<file path="src/rtl/db_mv_ram_arb.sv">
// db_mv_ram_arb: single-port access arbiter and 2-entry write buffer in front of the
// deblocking 64x20 motion-vector RAM. Reads win the RAM port. Buffered writes drain
// whenever no read is accepted. A full buffer blocks both request sides so that the
// head is forced out.
//
// Optional feature: define DB_MV_FWD_EN to forward buffered or same-cycle write data
// to a read of the same address.
//
// Ports:
//   clk, rst_n      clock, asynchronous active-low reset
//   wr_val_i/rdy_o  write handshake; wr_adr_i, wr_dat_i carry the write
//   rd_req_i/rdy_o  read handshake; rd_adr_i carries the read address
//   rd_val_o        read data valid, one cycle after acceptance
//   rd_dat_o        read data, zero when rd_val_o is low
//   ram_adr_o       RAM address
//   ram_cen_o       RAM chip enable, active low
//   ram_wen_o       RAM write enable, active low
//   ram_wr_dat_o    RAM write data
//   ram_rd_dat_i    RAM read data, valid the cycle after a read access
module db_mv_ram_arb #(
  parameter int unsigned AW = 6,
  parameter int unsigned DW = 20
) (
  input  logic          clk,
  input  logic          rst_n,
  input  logic          wr_val_i,
  output logic          wr_rdy_o,
  input  logic [AW-1:0] wr_adr_i,
  input  logic [DW-1:0] wr_dat_i,
  input  logic          rd_req_i,
  output logic          rd_rdy_o,
  input  logic [AW-1:0] rd_adr_i,
  output logic          rd_val_o,
  output logic [DW-1:0] rd_dat_o,
  output logic [AW-1:0] ram_adr_o,
  output logic          ram_cen_o,
  output logic          ram_wen_o,
  output logic [DW-1:0] ram_wr_dat_o,
  input  logic [DW-1:0] ram_rd_dat_i
);

  // Slot 0 is always the FIFO head, slot 1 the newer entry.
  logic [AW-1:0] adr_q [2];
  logic [AW-1:0] adr_d [2];
  logic [DW-1:0] dat_q [2];
  logic [DW-1:0] dat_d [2];
  logic [1:0]    cnt_q, cnt_d;
  logic          rd_val_q;

  logic rd_acc;
  logic wr_acc;
  logic pop;

  assign wr_rdy_o = (cnt_q != 2'd2);
  assign rd_rdy_o = (cnt_q != 2'd2);
  assign rd_acc   = rd_req_i & rd_rdy_o;
  assign wr_acc   = wr_val_i & wr_rdy_o;
  assign pop      = ~rd_acc & (cnt_q != 2'd0);
  assign rd_val_o = rd_val_q;

  // FIFO next state. A push never coincides with cnt == 2, so push-with-pop only
  // happens at cnt == 1 and the new entry lands in the freshly vacated head.
  always_comb begin
    adr_d = adr_q;
    dat_d = dat_q;
    cnt_d = cnt_q;
    if (pop) begin
      adr_d[0] = adr_q[1];
      dat_d[0] = dat_q[1];
      adr_d[1] = '0;
      dat_d[1] = '0;
    end
    if (wr_acc) begin
      if (pop || (cnt_q == 2'd0)) begin
        adr_d[0] = wr_adr_i;
        dat_d[0] = wr_dat_i;
      end else begin
        adr_d[1] = wr_adr_i;
        dat_d[1] = wr_dat_i;
      end
    end
    unique case ({wr_acc, pop})
      2'b10:   cnt_d = cnt_q + 2'd1;
      2'b01:   cnt_d = cnt_q - 2'd1;
      default: cnt_d = cnt_q;
    endcase
  end

  always_ff @(posedge clk or negedge rst_n) begin
    if (!rst_n) begin
      cnt_q    <= 2'd0;
      rd_val_q <= 1'b0;
      for (int i = 0; i < 2; i++) begin
        adr_q[i] <= '0;
        dat_q[i] <= '0;
      end
    end else begin
      cnt_q    <= cnt_d;
      rd_val_q <= rd_acc;
      adr_q    <= adr_d;
      dat_q    <= dat_d;
    end
  end

  // RAM port selection; held idle while reset is asserted.
  always_comb begin
    ram_cen_o    = 1'b1;
    ram_wen_o    = 1'b1;
    ram_adr_o    = '0;
    ram_wr_dat_o = '0;
    if (rst_n) begin
      if (rd_acc) begin
        ram_cen_o = 1'b0;
        ram_adr_o = rd_adr_i;
      end else if (cnt_q != 2'd0) begin
        ram_cen_o    = 1'b0;
        ram_wen_o    = 1'b0;
        ram_adr_o    = adr_q[0];
        ram_wr_dat_o = dat_q[0];
      end
    end
  end

`ifdef DB_MV_FWD_EN
  logic          fwd_hit_q, fwd_hit_d;
  logic [DW-1:0] fwd_dat_q, fwd_dat_d;

  // Newest data wins: incoming write, then newer slot, then head.
  always_comb begin
    fwd_hit_d = 1'b0;
    fwd_dat_d = '0;
    if (rd_acc) begin
      if (wr_acc && (wr_adr_i == rd_adr_i)) begin
        fwd_hit_d = 1'b1;
        fwd_dat_d = wr_dat_i;
      end else if ((cnt_q == 2'd2) && (adr_q[1] == rd_adr_i)) begin
        fwd_hit_d = 1'b1;
        fwd_dat_d = dat_q[1];
      end else if ((cnt_q != 2'd0) && (adr_q[0] == rd_adr_i)) begin
        fwd_hit_d = 1'b1;
        fwd_dat_d = dat_q[0];
      end
    end
  end

  always_ff @(posedge clk or negedge rst_n) begin
    if (!rst_n) begin
      fwd_hit_q <= 1'b0;
      fwd_dat_q <= '0;
    end else begin
      fwd_hit_q <= fwd_hit_d;
      fwd_dat_q <= fwd_dat_d;
    end
  end

  always_comb begin
    rd_dat_o = '0;
    if (rd_val_q) begin
      rd_dat_o = fwd_hit_q ? fwd_dat_q : ram_rd_dat_i;
    end
  end
`else
  // No forwarding: the upstream stage guarantees read-after-write ordering.
  always_comb begin
    rd_dat_o = '0;
    if (rd_val_q) begin
      rd_dat_o = ram_rd_dat_i;
    end
  end
`endif

endmodule
</file>
<file path="config.mk">
export PLATFORM = sky130hd
export DESIGN_NAME = db_mv_ram_arb
export DESIGN_NICKNAME = d
export VERILOG_FILES = /design/src/rtl/db_mv_ram_arb.sv
export SDC_FILE = /design/constraint.sdc
export NUM_CORES = 1
export LEC_CHECK = 0
export ABC_AREA = 1
export BUFFER_PORTS_ARGS = -buffer_cell sky130_fd_sc_hd__buf_2
export CORE_ASPECT_RATIO = 0.7
export CORE_MARGIN = 2
export CORE_UTILIZATION = 47
export DETAILED_ROUTE_END_ITERATION = 6
export PLACE_DENSITY = 0.8
export SYNTH_ARGS = -nofsm -noshare
export SYNTH_HDL_FRONTEND = slang
export SYNTH_SLANG_ARGS = --single-unit
</file>
<file path="constraint.sdc">
create_clock -name clk -period 2.15 [get_ports clk]
set_clock_uncertainty 0.1 [all_clocks]
set_input_delay 0.1075 -clock clk [delete_from_list [all_inputs] [get_ports clk]]
set_output_delay 0.1075 -clock clk [all_outputs]
set_load 0.02 [all_outputs]
</file>
* After elaboration in Yosys (flattened, before gate mapping)
Index checks and enable logic that the tools add are counted.
Cells by class: multiply operators 0, equal/unequal tests 3, muxes and demuxes 21, $lt $le $gt $ge 0, reductions and logical operators 4, divide/modulo/power cells 0, shift operators 0, add/subtract/negate cells 2, bitwise logic cells 4
Operator list (count):
- 2-to-1 mux 20 bit | 6
- 2-to-1 mux 40 bit | 2
- 2-to-1 mux 6 bit | 5
- 2-to-1 mux 12 bit | 2
- 2-to-1 mux 1 bit | 5
- one-hot mux 2 bit (2 select lines) | 1
- nonzero test 2 bit | 2
- AND 1 bit | 3
- adder 2 x 1 -> 2 bit (second input constant) | 1
- equality test 2 x 1 -> 1 bit (second input constant) | 1
- equality test 2 bit (second input constant) | 1
- logical NOT 2 bit | 1
- != test 2 bit (second input constant) | 1
- subtractor 2 x 1 -> 2 bit (second input constant) | 1
- logical OR 1 bit | 1
- NOT 1 bit | 1
Storage, ports and cells: bits in registers 55, memories kept 0, output and inout bits 51, ROM bits 0, memory bits (writable) 0, logic and storage cells 40, bits in latches 0, input bits 56

* Depth between registers and ports, before layout
depth after elaboration 7, gate-level depth with buffers 9, depth with buffers taken out 7

* Worst setup path before layout
No wires, ideal clock.
path kind register to register, from register cnt_q[0], to register cnt_q[1], cell stages (with the launch flop) 10, data required time 1.928 ns, arrival time 1.462 ns, path slack 0.466 ns, path buffers 2, library setup time 0.122 ns, period minus slack after synthesis 1.684 ns, cell sequence dfrtp_1 -> buf_6 -> inv_4 -> nand2_8 -> buf_6 -> nand2_1 -> ha_1 -> a21oi_1 -> nand2_1 -> xor2_1
Between the ends: longest elaborated chain between the ends 6, elaborated cells between the ends (all ways) 12, classes of those cells add/sub: 2; eq/ne: 3; mux: 1; bitwise: 4; reduce/logical: 2
Ends and longest elaborated chain:
- start, declared | line 47 | logic [1:0] cnt_q, cnt_d;
- start signal, assigned | line 98 | cnt_q <= cnt_d;
- != test 2 bit | line 54, 55
- AND 1 bit | line 56 | assign rd_acc = rd_req_i & rd_rdy_o;
- NOT 1 bit | line 58 | assign pop = ~rd_acc & (cnt_q != 2'd0);
- AND 1 bit | line 58
- equality test 2 x 1 -> 1 bit / equality test 2 bit (equally long branches) | line 82 | unique case ({wr_acc, pop})
- one-hot mux 2 bit (2 select lines) / nonzero test 2 bit (equally long branches)
Parallel ways exist; a longest one is shown, timed or not. A chain may end at the register's enable or synchronous reset.

* Final worst setup path
from register cnt_q[0], to output ram_wr_dat_o[4]
Between the ends: longest elaborated chain between the ends 4, elaborated cells between the ends (all ways) 6, classes of those cells eq/ne: 1; mux: 3; bitwise: 1; reduce/logical: 1
Ends and longest elaborated chain:
- != test 2 bit / nonzero test 2 bit (equally long branches) | line 55, 115
- AND 1 bit / 2-to-1 mux 20 bit (equally long branches) | line 56, 115
- 2-to-1 mux 20 bit (*) | line 112 | if (rd_acc) begin
- 2-to-1 mux 20 bit (*) | line 111 | if (rst_n) begin
- end, declared | line 38 | output logic [DW-1:0] ram_wr_dat_o,
Mark *: on every way between the ends. The rest lies on a longest branch, timed or not.

==> out/results.ini <==
[run_status]
status=finished, final reports clean

[synth]
ys_dominant_reg_cell=dfrtp_1
yosysWarningCount=0
synthCells=440
synth_area_um2=3150
syn_nets=497
ys_seq_area_frac=0.437
synth_edf_count=0
ys_ff_latch=55
synth_common_cells=nand2_1, inv_1, nand3_1
synth_top_cell_by_area=dfrtp_1
synth_cell_type_count=23
syn_avg_cell_area_um2=7.17
async_flop_share=1.00
synth_area_leaders=dfrtp_1, nand2_1, nand3_1
yosysTopAreaCellShare=0.437
synth.most_common_cell=nand2_1

[routing]
dr_wl_met3_um=534
topRoutingLayerUsed=met4
vias_per_cell=4.77
antenna_left=0
drtPass1Iterations=4
wl_met2_um=3920
totalWireLength_um=8100
drt_iter0_drc=150
avgRoutedWirePerCell_um=12.3
num_vias=3134
drc_errors=0
wl_met1_um=3570

[power]
clkPwrFrac=0.126
sequentialPowerShare=0.357
vdd_drop_max_v=0.000585
p_leak_nw=2.50
power_switching_w=0.00222
fin_total_pwr_w=0.00477
p_sw_frac=0.465
power.density_nw_per_um2=1170
p_int_w=0.00255
power_frac_comb=0.517

[min_path]
hold_end=adr_q[10]
hold_path_class=input pin to register
hold_start=wr_val_i
holdPathStages=3

[worst_setup_path]
rrSetupSlack_ps=320
critPathMaxFanout=24
timing.rr.start=cnt_q[0]
rr_endpoint=dat_q[38]
r2r_cells=7
critPathArrivalTime_ps=1780
path_class=register to output pin
startpoint_type=register
cp.required_ps=1940
cp-end-kind=output pin

[global_route]
grt_pass1_vias=2924
grt_overflow=0
grt_use_total=0.222
grt_max_degree=42
antenna_found_initial=0
grt_first_pass_wirelength_um=13100

[timing]
setup_viol=0
hold_viol=0
worstMarginPinSlew_ps=562
drv_slew=0
relSlewSlack=0.625
rsz0062_at_grt=false
min_period_over_period=0.923
tns_ps=0
fin_crit_ps=1990
max_freq_mhz=504

[finish]
final_util=0.640
drive_gt1_frac=0.242
n_antenna_cell=0
final_nets=622
syn2layout_area_growth_pct=29.2

[die]
die_h_um=72.5
rows=24
die-area_um2=7390
die_x_um=102
io_pins=107
start_util=0.495
design.core.area_um2=6370

[placement]
place.gp.congestion=0.812
io_buffers=106
hpwl_um=5390

[clock_network]
cts_tree=yes
clk-insertion-delay-late_ps=310
cts.sink_count=55
cts.clk_slew.worst_paths_ps=80
cts_buffer_depth=2
htreeDepth=2
cts.root.buffer_cell=clkbuf_8
cts_made_buffers=5

[job]
maxCapViolCount=0

==> layout make-up <==
class	instances	area, um^2
fillers	579	2290
clock inverters	1	8.76
multi-input cells	276	1290
well taps	91	114
repair buffers	144	883
clock buffers	7	86.3
flip-flops and latches	55	1380
inverters	83	317
==> power groups by stage <==
stage / combinational [W] / sequential (W) / clock (W)
floorplan: 0.00196 / 0.00162 / 0
global placement: 0.00231 / 0.00171 / 0
detailed placement: 0.00237 / 0.00173 / 0
CTS: 0.00241 / 0.00171 / 0.000618
global route: 0.00277 / 0.00175 / 0.000661
finish: 0.00247 / 0.00171 / 0.000601
==> flip-flops by register name (all words and copies together) (netlist names) <==
register	cells
adr_q	12
rd_val_o	1
cnt_q	2
dat_q	40
==> cells by family after synthesis <==
| logic type | synth area share |
|---|---|
| simple gates | 0.324 |
| buf+inv | 0.158 |
| flops | 0.437 |
| compound gates | 0.0714 |
| xor+xnor | 0.00556 |
| fa+ha+maj | 0.00397 |
==> worst max-delay path, cell delays in order, from the launching register on <==
cell and delay [ps]:
dfrtp_2 470, inv_4 110, nand2_8 140, nand2_8 160, nand2_1 130, buf_4 200
nor2_1 90, buf_2 170
==> metrics by stage <==
step / cells / hold WS (ps) / setup WS [ps] / area, um^2
3_5_place_dp: 620 / 81.3 / 253 / 3680
2_1_floorplan: 440 / -288 / 466 / 3150
4_1_cts: 655 / 11.7 / 47.6 / 4050
3_3_place_gp: 620 / 86.4 / 315 / 3680
6_report: 657 / 20.5 / 165 / 4070
5_1_grt: 657 / 33.9 / 31.5 / 4070
==> layer usage <==
metal,global-route usage,up-vias
li1,-,1587
met1,0.293,1421
met2,0.393,115
met3,0.0299,11
met4,0.0444,0
met5,0,-
==> placed cells by master (no fill, tap or decap), drive strengths merged <==
cell type / count
o21ai: 27
dlygate4sd3: 27
xnor2: 1
clkinv: 1
or2: 1
dfrtp: 55
ha: 1
nor2: 24
nor3: 3
a21oi: 18
nand3: 69
xor2: 1
inv: 83
nand2: 131
buf: 117
clkbuf: 7
==> worst max path at each step <==
stage / start / endpoint / slack, ps
finish: cnt_q[0] / ram_wr_dat_o[4] / 160
floorplan: cnt_q[0] / cnt_q[1] / 470
global placement: cnt_q[0] / cnt_q[1] / 310
CTS: cnt_q[0] / ram_wr_dat_o[3] / 50
global route: cnt_q[0] / ram_wr_dat_o[4] / 30
detailed placement: cnt_q[0] / cnt_q[1] / 250
==> repair_timing <==
| action | CTS | global route |
|---|---|---|
| resized for setup | 1 | 1 |
| buffers inserted | 0 | 2 |
| setup endpoints to repair | 6 | 17 |
| hold endpoints to repair | 103 | 0 |
| hold buffers | 27 | 0 |
Power figures use the tool's default switching activity.
